`src/rtl/pipeline_stall_controller_pkg.sv`:
```
// Shared types for the pipeline stall/flush sequencer: FSM states and the
// per-stage control bundle, plus the two canonical bundles.
package pipeline_stall_controller_pkg;

   typedef enum logic [2:0] {
      RUN   = 3'd0,
      DWAIT = 3'd1,
      IWAIT = 3'd2,
      DRAIN = 3'd3,
      HALT  = 3'd4
   } state_t;

   typedef struct packed {
      logic pc_write;
      logic if_id_write;
      logic if_id_flush;
      logic id_ex_bubble;
      logic ex_mem_write;
      logic mem_wb_write;
   } ctrl_t;

   localparam ctrl_t CTRL_RUN    = '{pc_write: 1'b1, if_id_write: 1'b1, if_id_flush: 1'b0,
                                     id_ex_bubble: 1'b0, ex_mem_write: 1'b1, mem_wb_write: 1'b1};
   localparam ctrl_t CTRL_FREEZE = '{pc_write: 1'b0, if_id_write: 1'b0, if_id_flush: 1'b0,
                                     id_ex_bubble: 1'b0, ex_mem_write: 1'b0, mem_wb_write: 1'b0};

endpackage

```
`src/rtl/pipeline_stall_controller_if.sv`:
```
// Request/control bundle between the pipeline datapath and the stall sequencer.
// master = pipeline side raising requests, slave = the sequencer.
interface pipeline_stall_controller_if #(
   parameter int CNT_W = 32
);
   logic             hazard_stall;
   logic             branch_taken;
   logic             jump;
   logic             imem_ready;
   logic             dmem_req;
   logic             dmem_ready;
   logic             halt_req;
   logic             pc_write;
   logic             if_id_write;
   logic             if_id_flush;
   logic             id_ex_bubble;
   logic             ex_mem_write;
   logic             mem_wb_write;
   logic             halted;
   logic             bus_error;
   logic [CNT_W-1:0] stall_cycles;
   logic [CNT_W-1:0] flush_count;

   modport master (
      output hazard_stall, branch_taken, jump, imem_ready, dmem_req, dmem_ready, halt_req,
      input  pc_write, if_id_write, if_id_flush, id_ex_bubble, ex_mem_write, mem_wb_write,
      input  halted, bus_error, stall_cycles, flush_count
   );

   modport slave (
      input  hazard_stall, branch_taken, jump, imem_ready, dmem_req, dmem_ready, halt_req,
      output pc_write, if_id_write, if_id_flush, id_ex_bubble, ex_mem_write, mem_wb_write,
      output halted, bus_error, stall_cycles, flush_count
   );
endinterface

```
`src/rtl/pipeline_stall_controller_sat.sv`:
```
// Saturating up-counter used for the stall/flush perf counters; sticks at
// all-ones instead of wrapping.
module sat_counter #(
   parameter int CNT_W = 32
) (
   input  logic             clk,
   input  logic             reset,
   input  logic             inc,
   output logic [CNT_W-1:0] count
);

   always_ff @(posedge clk or posedge reset) begin
      if (reset) begin
         count <= '0;
      end else if (inc && (count != {CNT_W{1'b1}})) begin
         count <= count + CNT_W'(1);
      end
   end

endmodule

```
`src/rtl/pipeline_stall_controller.sv`:
```
// Stall/flush sequencer: merges hazard, redirect, memory-wait and halt events
// into one consistent set of per-stage controls, with drain/timeout tracking.
module pipeline_stall_controller
   import pipeline_stall_controller_pkg::*;
#(
   parameter int CNT_W        = 32,
   parameter int DRAIN_CYCLES = 3,
   parameter int WAIT_TIMEOUT = 255
) (
   input  logic clk,
   input  logic reset,
   pipeline_stall_controller_if.slave bus
);

   localparam int DRAIN_W = (DRAIN_CYCLES < 2) ? 1 : $clog2(DRAIN_CYCLES + 1);

   state_t             state, state_nxt;
   logic [7:0]         wait_cnt, wait_nxt;
   logic [DRAIN_W-1:0] drain_cnt, drain_nxt;
   logic               bus_error_q;
   logic               bus_err_set;
   logic               flush_evt;
   logic               stall_inc;
   logic               flush_inc;
   logic               dmem_stall;
   ctrl_t              ctrl;

   assign dmem_stall = bus.dmem_req && !bus.dmem_ready;

   always_ff @(posedge clk or posedge reset) begin
      if (reset) begin
         state       <= RUN;
         wait_cnt    <= '0;
         drain_cnt   <= '0;
         bus_error_q <= 1'b0;
      end else begin
         state     <= state_nxt;
         wait_cnt  <= wait_nxt;
         drain_cnt <= drain_nxt;
         if (bus_err_set) begin
            bus_error_q <= 1'b1;
         end
      end
   end

   // RUN and IWAIT share one priority chain: IWAIT simply keeps re-applying
   // the imem-miss rule until fetch data shows up.
   always_comb begin
      state_nxt   = state;
      wait_nxt    = wait_cnt;
      drain_nxt   = drain_cnt;
      bus_err_set = 1'b0;
      flush_evt   = 1'b0;
      ctrl        = CTRL_RUN;
      case (state)
         RUN, IWAIT: begin
            if (dmem_stall) begin
               ctrl      = CTRL_FREEZE;
               wait_nxt  = 8'd1;
               state_nxt = DWAIT;
            end else if (!bus.imem_ready) begin
               ctrl.pc_write    = 1'b0;
               ctrl.if_id_write = 1'b0;
               ctrl.if_id_flush = 1'b1;
               state_nxt        = IWAIT;
            end else if (bus.hazard_stall) begin
               ctrl.pc_write     = 1'b0;
               ctrl.if_id_write  = 1'b0;
               ctrl.id_ex_bubble = 1'b1;
               state_nxt         = RUN;
            end else if (bus.halt_req) begin
               ctrl.pc_write    = 1'b0;
               ctrl.if_id_flush = 1'b1;
               drain_nxt        = DRAIN_W'(DRAIN_CYCLES);
               state_nxt        = DRAIN;
            end else begin
               state_nxt = RUN;
               if (bus.branch_taken || bus.jump) begin
                  ctrl.if_id_flush = 1'b1;
                  flush_evt        = 1'b1;
               end
            end
         end
         DWAIT: begin
            if (bus.dmem_ready) begin
               wait_nxt  = '0;
               state_nxt = RUN;
            end else begin
               ctrl = CTRL_FREEZE;
               if (wait_cnt == 8'(WAIT_TIMEOUT)) begin
                  bus_err_set = 1'b1;
                  state_nxt   = HALT;
               end else begin
                  wait_nxt = wait_cnt + 8'd1;
               end
            end
         end
         DRAIN: begin
            if (dmem_stall) begin
               ctrl = CTRL_FREEZE;
            end else begin
               ctrl.pc_write     = 1'b0;
               ctrl.if_id_flush  = 1'b1;
               ctrl.id_ex_bubble = 1'b1;
               drain_nxt         = drain_cnt - DRAIN_W'(1);
               if (drain_cnt == DRAIN_W'(1)) begin
                  state_nxt = HALT;
               end
            end
         end
         HALT: begin
            ctrl = CTRL_FREEZE;
         end
         default: begin
            ctrl      = CTRL_FREEZE;
            state_nxt = RUN;
         end
      endcase
      if (reset) begin
         ctrl = CTRL_FREEZE;
      end
   end

   // Stall cycles only count fetch-side stalls, not the intentional halt drain.
   assign stall_inc = !reset && !ctrl.pc_write &&
                      ((state == RUN) || (state == IWAIT) || (state == DWAIT));
   assign flush_inc = !reset && flush_evt;

   sat_counter #(.CNT_W(CNT_W)) u_stall_cnt (
      .clk   (clk),
      .reset (reset),
      .inc   (stall_inc),
      .count (bus.stall_cycles)
   );

   sat_counter #(.CNT_W(CNT_W)) u_flush_cnt (
      .clk   (clk),
      .reset (reset),
      .inc   (flush_inc),
      .count (bus.flush_count)
   );

   assign bus.pc_write     = ctrl.pc_write;
   assign bus.if_id_write  = ctrl.if_id_write;
   assign bus.if_id_flush  = ctrl.if_id_flush;
   assign bus.id_ex_bubble = ctrl.id_ex_bubble;
   assign bus.ex_mem_write = ctrl.ex_mem_write;
   assign bus.mem_wb_write = ctrl.mem_wb_write;
   assign bus.halted       = !reset && (state == HALT);
   assign bus.bus_error    = bus_error_q;

endmodule

```
`src/flat_wrapper.sv`:
```
// flat-port wrapper written by rule: the top's interface ports become plain ports
module pipeline_stall_controller_flat import pipeline_stall_controller_pkg::*;
#(
   parameter int CNT_W        = 32,
   parameter int DRAIN_CYCLES = 3,
   parameter int WAIT_TIMEOUT = 255
)
  (clk, reset, bus_hazard_stall, bus_branch_taken, bus_jump, bus_imem_ready, bus_dmem_req, bus_dmem_ready, bus_halt_req, bus_pc_write, bus_if_id_write, bus_if_id_flush, bus_id_ex_bubble, bus_ex_mem_write, bus_mem_wb_write, bus_halted, bus_bus_error, bus_stall_cycles, bus_flush_count);
  pipeline_stall_controller_if #(.CNT_W(CNT_W)) bus_i ();
  input  logic clk;
  input  logic reset;
  input wire logic [$bits(bus_i.hazard_stall)-1:0] bus_hazard_stall;
  input wire logic [$bits(bus_i.branch_taken)-1:0] bus_branch_taken;
  input wire logic [$bits(bus_i.jump)-1:0] bus_jump;
  input wire logic [$bits(bus_i.imem_ready)-1:0] bus_imem_ready;
  input wire logic [$bits(bus_i.dmem_req)-1:0] bus_dmem_req;
  input wire logic [$bits(bus_i.dmem_ready)-1:0] bus_dmem_ready;
  input wire logic [$bits(bus_i.halt_req)-1:0] bus_halt_req;
  output wire logic [$bits(bus_i.pc_write)-1:0] bus_pc_write;
  output wire logic [$bits(bus_i.if_id_write)-1:0] bus_if_id_write;
  output wire logic [$bits(bus_i.if_id_flush)-1:0] bus_if_id_flush;
  output wire logic [$bits(bus_i.id_ex_bubble)-1:0] bus_id_ex_bubble;
  output wire logic [$bits(bus_i.ex_mem_write)-1:0] bus_ex_mem_write;
  output wire logic [$bits(bus_i.mem_wb_write)-1:0] bus_mem_wb_write;
  output wire logic [$bits(bus_i.halted)-1:0] bus_halted;
  output wire logic [$bits(bus_i.bus_error)-1:0] bus_bus_error;
  output wire logic [$bits(bus_i.stall_cycles)-1:0] bus_stall_cycles;
  output wire logic [$bits(bus_i.flush_count)-1:0] bus_flush_count;
  assign bus_i.hazard_stall = bus_hazard_stall;
  assign bus_i.branch_taken = bus_branch_taken;
  assign bus_i.jump = bus_jump;
  assign bus_i.imem_ready = bus_imem_ready;
  assign bus_i.dmem_req = bus_dmem_req;
  assign bus_i.dmem_ready = bus_dmem_ready;
  assign bus_i.halt_req = bus_halt_req;
  assign bus_pc_write = bus_i.pc_write;
  assign bus_if_id_write = bus_i.if_id_write;
  assign bus_if_id_flush = bus_i.if_id_flush;
  assign bus_id_ex_bubble = bus_i.id_ex_bubble;
  assign bus_ex_mem_write = bus_i.ex_mem_write;
  assign bus_mem_wb_write = bus_i.mem_wb_write;
  assign bus_halted = bus_i.halted;
  assign bus_bus_error = bus_i.bus_error;
  assign bus_stall_cycles = bus_i.stall_cycles;
  assign bus_flush_count = bus_i.flush_count;
  pipeline_stall_controller #(.CNT_W(CNT_W), .DRAIN_CYCLES(DRAIN_CYCLES), .WAIT_TIMEOUT(WAIT_TIMEOUT)) u_core (.clk(clk), .reset(reset), .bus(bus_i));
endmodule
```
`config.mk`:
```
export PLATFORM = sky130hd
export DESIGN_NAME = pipeline_stall_controller_flat
export DESIGN_NICKNAME = d
export VERILOG_FILES = /design/src/rtl/pipeline_stall_controller_pkg.sv /design/src/rtl/pipeline_stall_controller_if.sv /design/src/rtl/pipeline_stall_controller_sat.sv /design/src/rtl/pipeline_stall_controller.sv /design/src/flat_wrapper.sv
export SDC_FILE = /design/constraint.sdc
export NUM_CORES = 1
export LEC_CHECK = 0
export BUFFER_PORTS_ARGS = -buffer_cell sky130_fd_sc_hd__buf_4
export CAP_MARGIN = 20
export CELL_PAD_IN_SITES_DETAIL_PLACEMENT = 1
export CELL_PAD_IN_SITES_GLOBAL_PLACEMENT = 1
export CORE_MARGIN = 8
export CORE_UTILIZATION = 30
export CTS_CLUSTER_DIAMETER = 120
export DETAILED_ROUTE_END_ITERATION = 6
export GPL_ROUTABILITY_DRIVEN = 0
export GPL_TIMING_DRIVEN = 0
export PLACE_DENSITY = 0.66
export SLEW_MARGIN = 20
export SYNTH_ARGS = -nofsm -noshare
export SYNTH_HDL_FRONTEND = slang
export SYNTH_HIERARCHICAL = 1
export SYNTH_SLANG_ARGS = --single-unit
```
`constraint.sdc`:
```
create_clock -name clk -period 7.7 [get_ports clk]
set_clock_uncertainty 0.05 [all_clocks]
set_input_delay 1.155 -clock clk [delete_from_list [all_inputs] [get_ports clk]]
set_output_delay 1.155 -clock clk [all_outputs]
set_load 0.005 [all_outputs]
```
# Yosys cells after proc, flatten, opt, wreduce, memory -nomap -nowiden

Cells that the tools add are included.

Flip-flop bits (word level): 78
Input port bits: 9
Output and inout port bits: 72
Logic and storage cells: 90

Add/subtract/negate cells: 4
Eq/ne operators: 17
Mux-type cells: 42
Bitwise operators: 1
Reductions and logical operators: 20

Operators with widths:

| operator                | count |
|---|---|
| $add A32 B1 Y32 const B | 2 |
| $ne A32 B32 Y1 const B  | 2 |
| $mux W3                 | 8 |
| $mux W8                 | 3 |
| $pmux W6 S3             | 1 |
| $mux W1                 | 17 |
| $pmux W8 S2             | 1 |
| $mux W2                 | 7 |
| $mux W6                 | 2 |
| $pmux W3 S4             | 1 |
| $ne A2 B2 Y1 const B    | 5 |
| $add A8 B1 Y8 const B   | 1 |
| $eq A8 B8 Y1 const B    | 1 |
| $logic_and A1 B1 Y1     | 7 |
| $eq A3 B2 Y1 const B    | 2 |
| $reduce_and A6 Y1       | 1 |
| $mux W4                 | 1 |
| $ne A2 B1 Y1 const B    | 2 |
| $pmux W2 S2             | 1 |
| $reduce_and A4 Y1       | 1 |
| $reduce_bool A2 Y1      | 2 |
| $eq A3 B1 Y1 const B    | 1 |
| $eq A3 B3 Y1 const B    | 1 |
| $logic_not A1 Y1        | 3 |
| other kinds (9)         | 11 |

# Depth between registers and ports, before layout

Depth after elaboration: 12
Depth in mapped cells: 11
Depth with buffers taken out: 9

# Cells and area by module

Netlist, hierarchy kept.

By module, submodules not included:

| module                           | instances | cells each | area each (µm²) | seq. area each (µm²) |
|---|---|---|---|---|
| sat_counter (u_core.u_stall_cnt) | 1         | 151        | 1647.8          | 800.8 |
| sat_counter (u_core.u_flush_cnt) | 1         | 139        | 1561.5          | 800.8 |
| pipeline_stall_controller        | 1         | 119        | 973.4           | 350.3 |

# Worst setup path before layout

Ideal clock, no wire load.

Kind: input to register
From: input port bus_dmem_ready
To: register u_core.u_flush_cnt.count[31]
Setup time: 123 ps
Data arrival time: 3580 ps
Data required time: 7527 ps
Path slack: 3947 ps
Stages on the path: 11
Path buffers: 2
Cells stage by stage: clkbuf_1 -> nand2b_1 -> nand3_1 -> or3_1 -> nor3_1 -> clkbuf_2 -> nand3_1 -> or4_4 -> a311oi_4 -> nand4_1 -> xnor2_1

Cells in the longest elaborated chain, start to end: 6

Ends and longest elaborated chain:

| item                 | RTL line                            | text |
|---|---|---|
| from (decl)          | flat_wrapper.sv:17                  | `input wire logic [$bits(bus_i.dmem_ready)-1:0] bus_dmem_ready;` |
| $logic_not A1 Y1     | pipeline_stall_controller.sv:28     | `assign dmem_stall = bus.dmem_req && !bus.dmem_ready;` |
| $logic_and A1 B1 Y1  | pipeline_stall_controller.sv:28     |  |
| $mux W1              | pipeline_stall_controller.sv:57     | `if (dmem_stall) begin` |
| $mux W1              | pipeline_stall_controller.sv:55     | `case (state)` |
| $logic_and A1 B1 Y1  | pipeline_stall_controller.sv:127    | `assign flush_inc = !reset && flush_evt;` |
| via u_core.flush_inc | pipeline_stall_controller.sv:24     | `logic flush_inc;` |
| $logic_and A1 B1 Y1  | pipeline_stall_controller_sat.sv:15 | `end else if (inc && (count != {CNT_W{1'b1}})) begin` |
| to (signal assigned) | pipeline_stall_controller_sat.sv:16 | `count <= count + CNT_W'(1);` |
| to (decl)            | pipeline_stall_controller_sat.sv:9  | `output logic [CNT_W-1:0] count` |

The timed path passes the listed nets, and every way through them passes these cells.
A chain may end at the register's enable or synchronous reset.

# Worst setup path after layout

From: input port bus_dmem_ready
To: register u_core.u_flush_cnt.count[17]

The elaborated chain is that of the path after synthesis.

==> impl_metrics.json <==
{
  "crit_fanout": 10,
  "cp-start-kind": "primary input",
  "clk_pin_slew_ns": 0.06,
  "grt.total_usage_pct": 13.3,
  "coreArea_um2": 13800,
  "syn_avg_cell_area_um2": 10.2,
  "status": "finished clean",
  "fp-row-count": 43,
  "crit_path_max_incr_delay_ns": 0.60,
  "cp.required_ns": 7.87,
  "grt_pass1_wl_um": 19300,
  "grt_util_met1_pct": 17.1,
  "boundaryPins": 81,
  "syn_area_um2": 4180,
  "antenna_found_initial": 0,
  "pre_cts_slack_ns": 3.41,
  "worst_slew_pin_slew_ns": 0.953,
  "n_antenna_cell": 0,
  "cap_violations": 0,
  "io_buffers": 79,
  "synth_area_leaders": "dfrtp_1, xnor2_1, nand3_1",
  "syn_nets": 422,
  "dp_hpwl_um": 8510,
  "multiInputGateArea_um2": 2090,
  "clk_root_buffer_cell": "clkbuf_16",
  "post_cts_buffers": 0,
  "final-seq-area_um2": 1950,
  "power_leakage_nw": 2.44,
  "worst_path_most_repeated_cell": "nand3_1",
  "postCtsResizedCells": 0,
  "hp-class": "reg -> reg",
  "grt_max_degree": 33,
  "h-tree-depth": 3,
  "use_met2_pct": 21.0,
  "yosysUniqueCellTypes": 57,
  "maxSlewHeadroom_pct": 36.0,
  "seq_area_frac_synth_pct": 46.7,
  "drive_gt1_share_pct": 25.2,
  "die_w_um": 134,
  "finish.utilization_pct": 38.5,
  "setup_ws_ns": 3.73,
  "cp-end-kind": "register",
  "tns_ns": 0,
  "cp.arrival_ns": 4.14,
  "grt_pass1_vias": 3694,
  "power_density_nw_per_um2": 227,
  "hold_viol_final": 0,
  "drt_first_pass_iters": 4,
  "fin_nets": 512,
  "met3_usage_pct": 2.51,
  "drtAntennaViolNets": 0,
  "synth_top_area_share_pct": 46.7,
  "synth-seq-cells": 78,
  "cts_buffers": 9,
  "synth_edf_count": 0,
  "grt_overflow": 0,
  "clockBufferDepth": 2,
  "reg2regPathDepth": 11,
  "critPathKind": "in -> reg",
  "setup_viol": 0,
  "vias_per_cell": 5.17,
  "holdWs_ns": 0.410,
  "busiest_layer": "met2",
  "drt-initial-drc-count": 171,
  "wl_per_cell_um": 17.1,
  "yosys_warnings": 6,
  "num_vias": 3538,
  "dieArea_um2": 18000,
  "timing.fmax_mhz": 252,
  "area_growth_pct": 26.7,
  "synth_common_cells": "dfrtp_1, xnor2_1, nand3_1",
  "totalWireLength_um": 11700,
  "syn-instance-count": 409,
  "async_flop_share_pct": 100,
  "synthFlopType": "dfrtp_1",
  "slowest_stage": "a311oi_4",
  "min_path_cells": 1,
  "drc": 0,
  "fin_crit_ns": 3.97,
  "hold_buffers": 0,
  "nFillCells": 1580,
  "yosysTopAreaCell": "dfrtp_1",
  "synth_most_common_cell": "dfrtp_1",
  "peakVddDrop_uv": 82.3,
  "post-route-period-util_pct": 51.5,
  "cts_num_sinks": 78,
  "die_y_um": 134,
  "drv_slew": 0,
  "path_cells": "clkbuf_1 > nand2b_1 > nand3_1 > or3_1 > nor3_1 > clkbuf_2 > nand3_1 > or4_4 > a311oi_4 > nand3_1 > xnor2_1",
  "rsz0062_at_grt": "false",
  "cts_tree": "built",
  "initial_core_util_pct": 30.4,
  "worstSkewPairLatency_ns": 0.35
}
## through the flow
stage	total power, mW	instances	area, um^2
after floorplan	0.667	409	4180
after global placement	0.767	668	5000
after global routing	1.27	684	5300
after CTS	1.22	684	5300
after detailed placement	0.778	668	5000
final	1.20	684	5300
## state kept, by name, summed over array words and instances, names as in the netlist
| name | count |
|---|---|
| u_core/state | 3 |
| u_core/u_flush_cnt/count | 32 |
| u_core/u_stall_cnt/count | 32 |
| u_core/bus.bus_error | 1 |
| u_core/wait_cnt | 8 |
| u_core/drain_cnt | 2 |
## layer usage
metal	part of all wire, %	wire length [um]
met5	0	0
met2	47	5530
met3	3.6	425
met1	47	5500
met4	1.9	220
## final timing paths
check	from	to	slack (ns)
max in group asynchronous	reset	u_core/u_stall_cnt/count[25]$_DFFE_PP0P_	6.22
max	bus_dmem_ready	u_core/u_flush_cnt/count[17]$_DFFE_PP0P_	3.73
max reg2reg	u_core/state[0]$_DFFE_PP0P_	u_core/u_flush_cnt/count[17]$_DFFE_PP0P_	4.30
min reg2reg	u_core/bus.bus_error$_DFFE_PP0P_	u_core/bus.bus_error$_DFFE_PP0P_	0.41
min	u_core/bus.bus_error$_DFFE_PP0P_	u_core/bus.bus_error$_DFFE_PP0P_	0.41
min in group asynchronous	reset	u_core/wait_cnt[6]$_DFFE_PP0P_	0.88
## kinds of logic after synthesis
logic type	share of synthesized area (%)
compound gates	10.2
xor+xnor	11.3
fa+ha+maj	1.20
buf+inv	3.38
flops	46.7
mux	1.02
simple gates	26.2
## critical path, delay by kind of cell
family          cells  cell delay (ns)
xor+xnor            1             0.16
simple gates        7             1.67
compound gates      1             0.60
buf+inv             2             0.54
## cell type report
class	instances	area share, %
multi-input cells	303	39.4
flip-flops and latches	78	36.8
repair buffers	79	11.2
clock buffers	9	4.25
well taps	180	4.25
plain buffers	17	1.89
clock inverters	7	1.39
inverters	11	0.779
## placed cells by master, fill, tap and decap left out, types with 11 or more instances in the layout
cell type / n
buf_4: 82
dfrtp_1: 78
xnor2_1: 47
nand3_1: 34
and3_1: 27
a21oi_1: 24
nand2_1: 23
nand4_1: 23
nor2_1: 20
o21ai_0: 11
## report_power, final
group,switching (mW),internal (mW)
Clock,0.180,0.252
Combinational,0.142,0.124
Sequential,0.0515,0.451
Note: power is estimated with default switching activity, not from simulation.
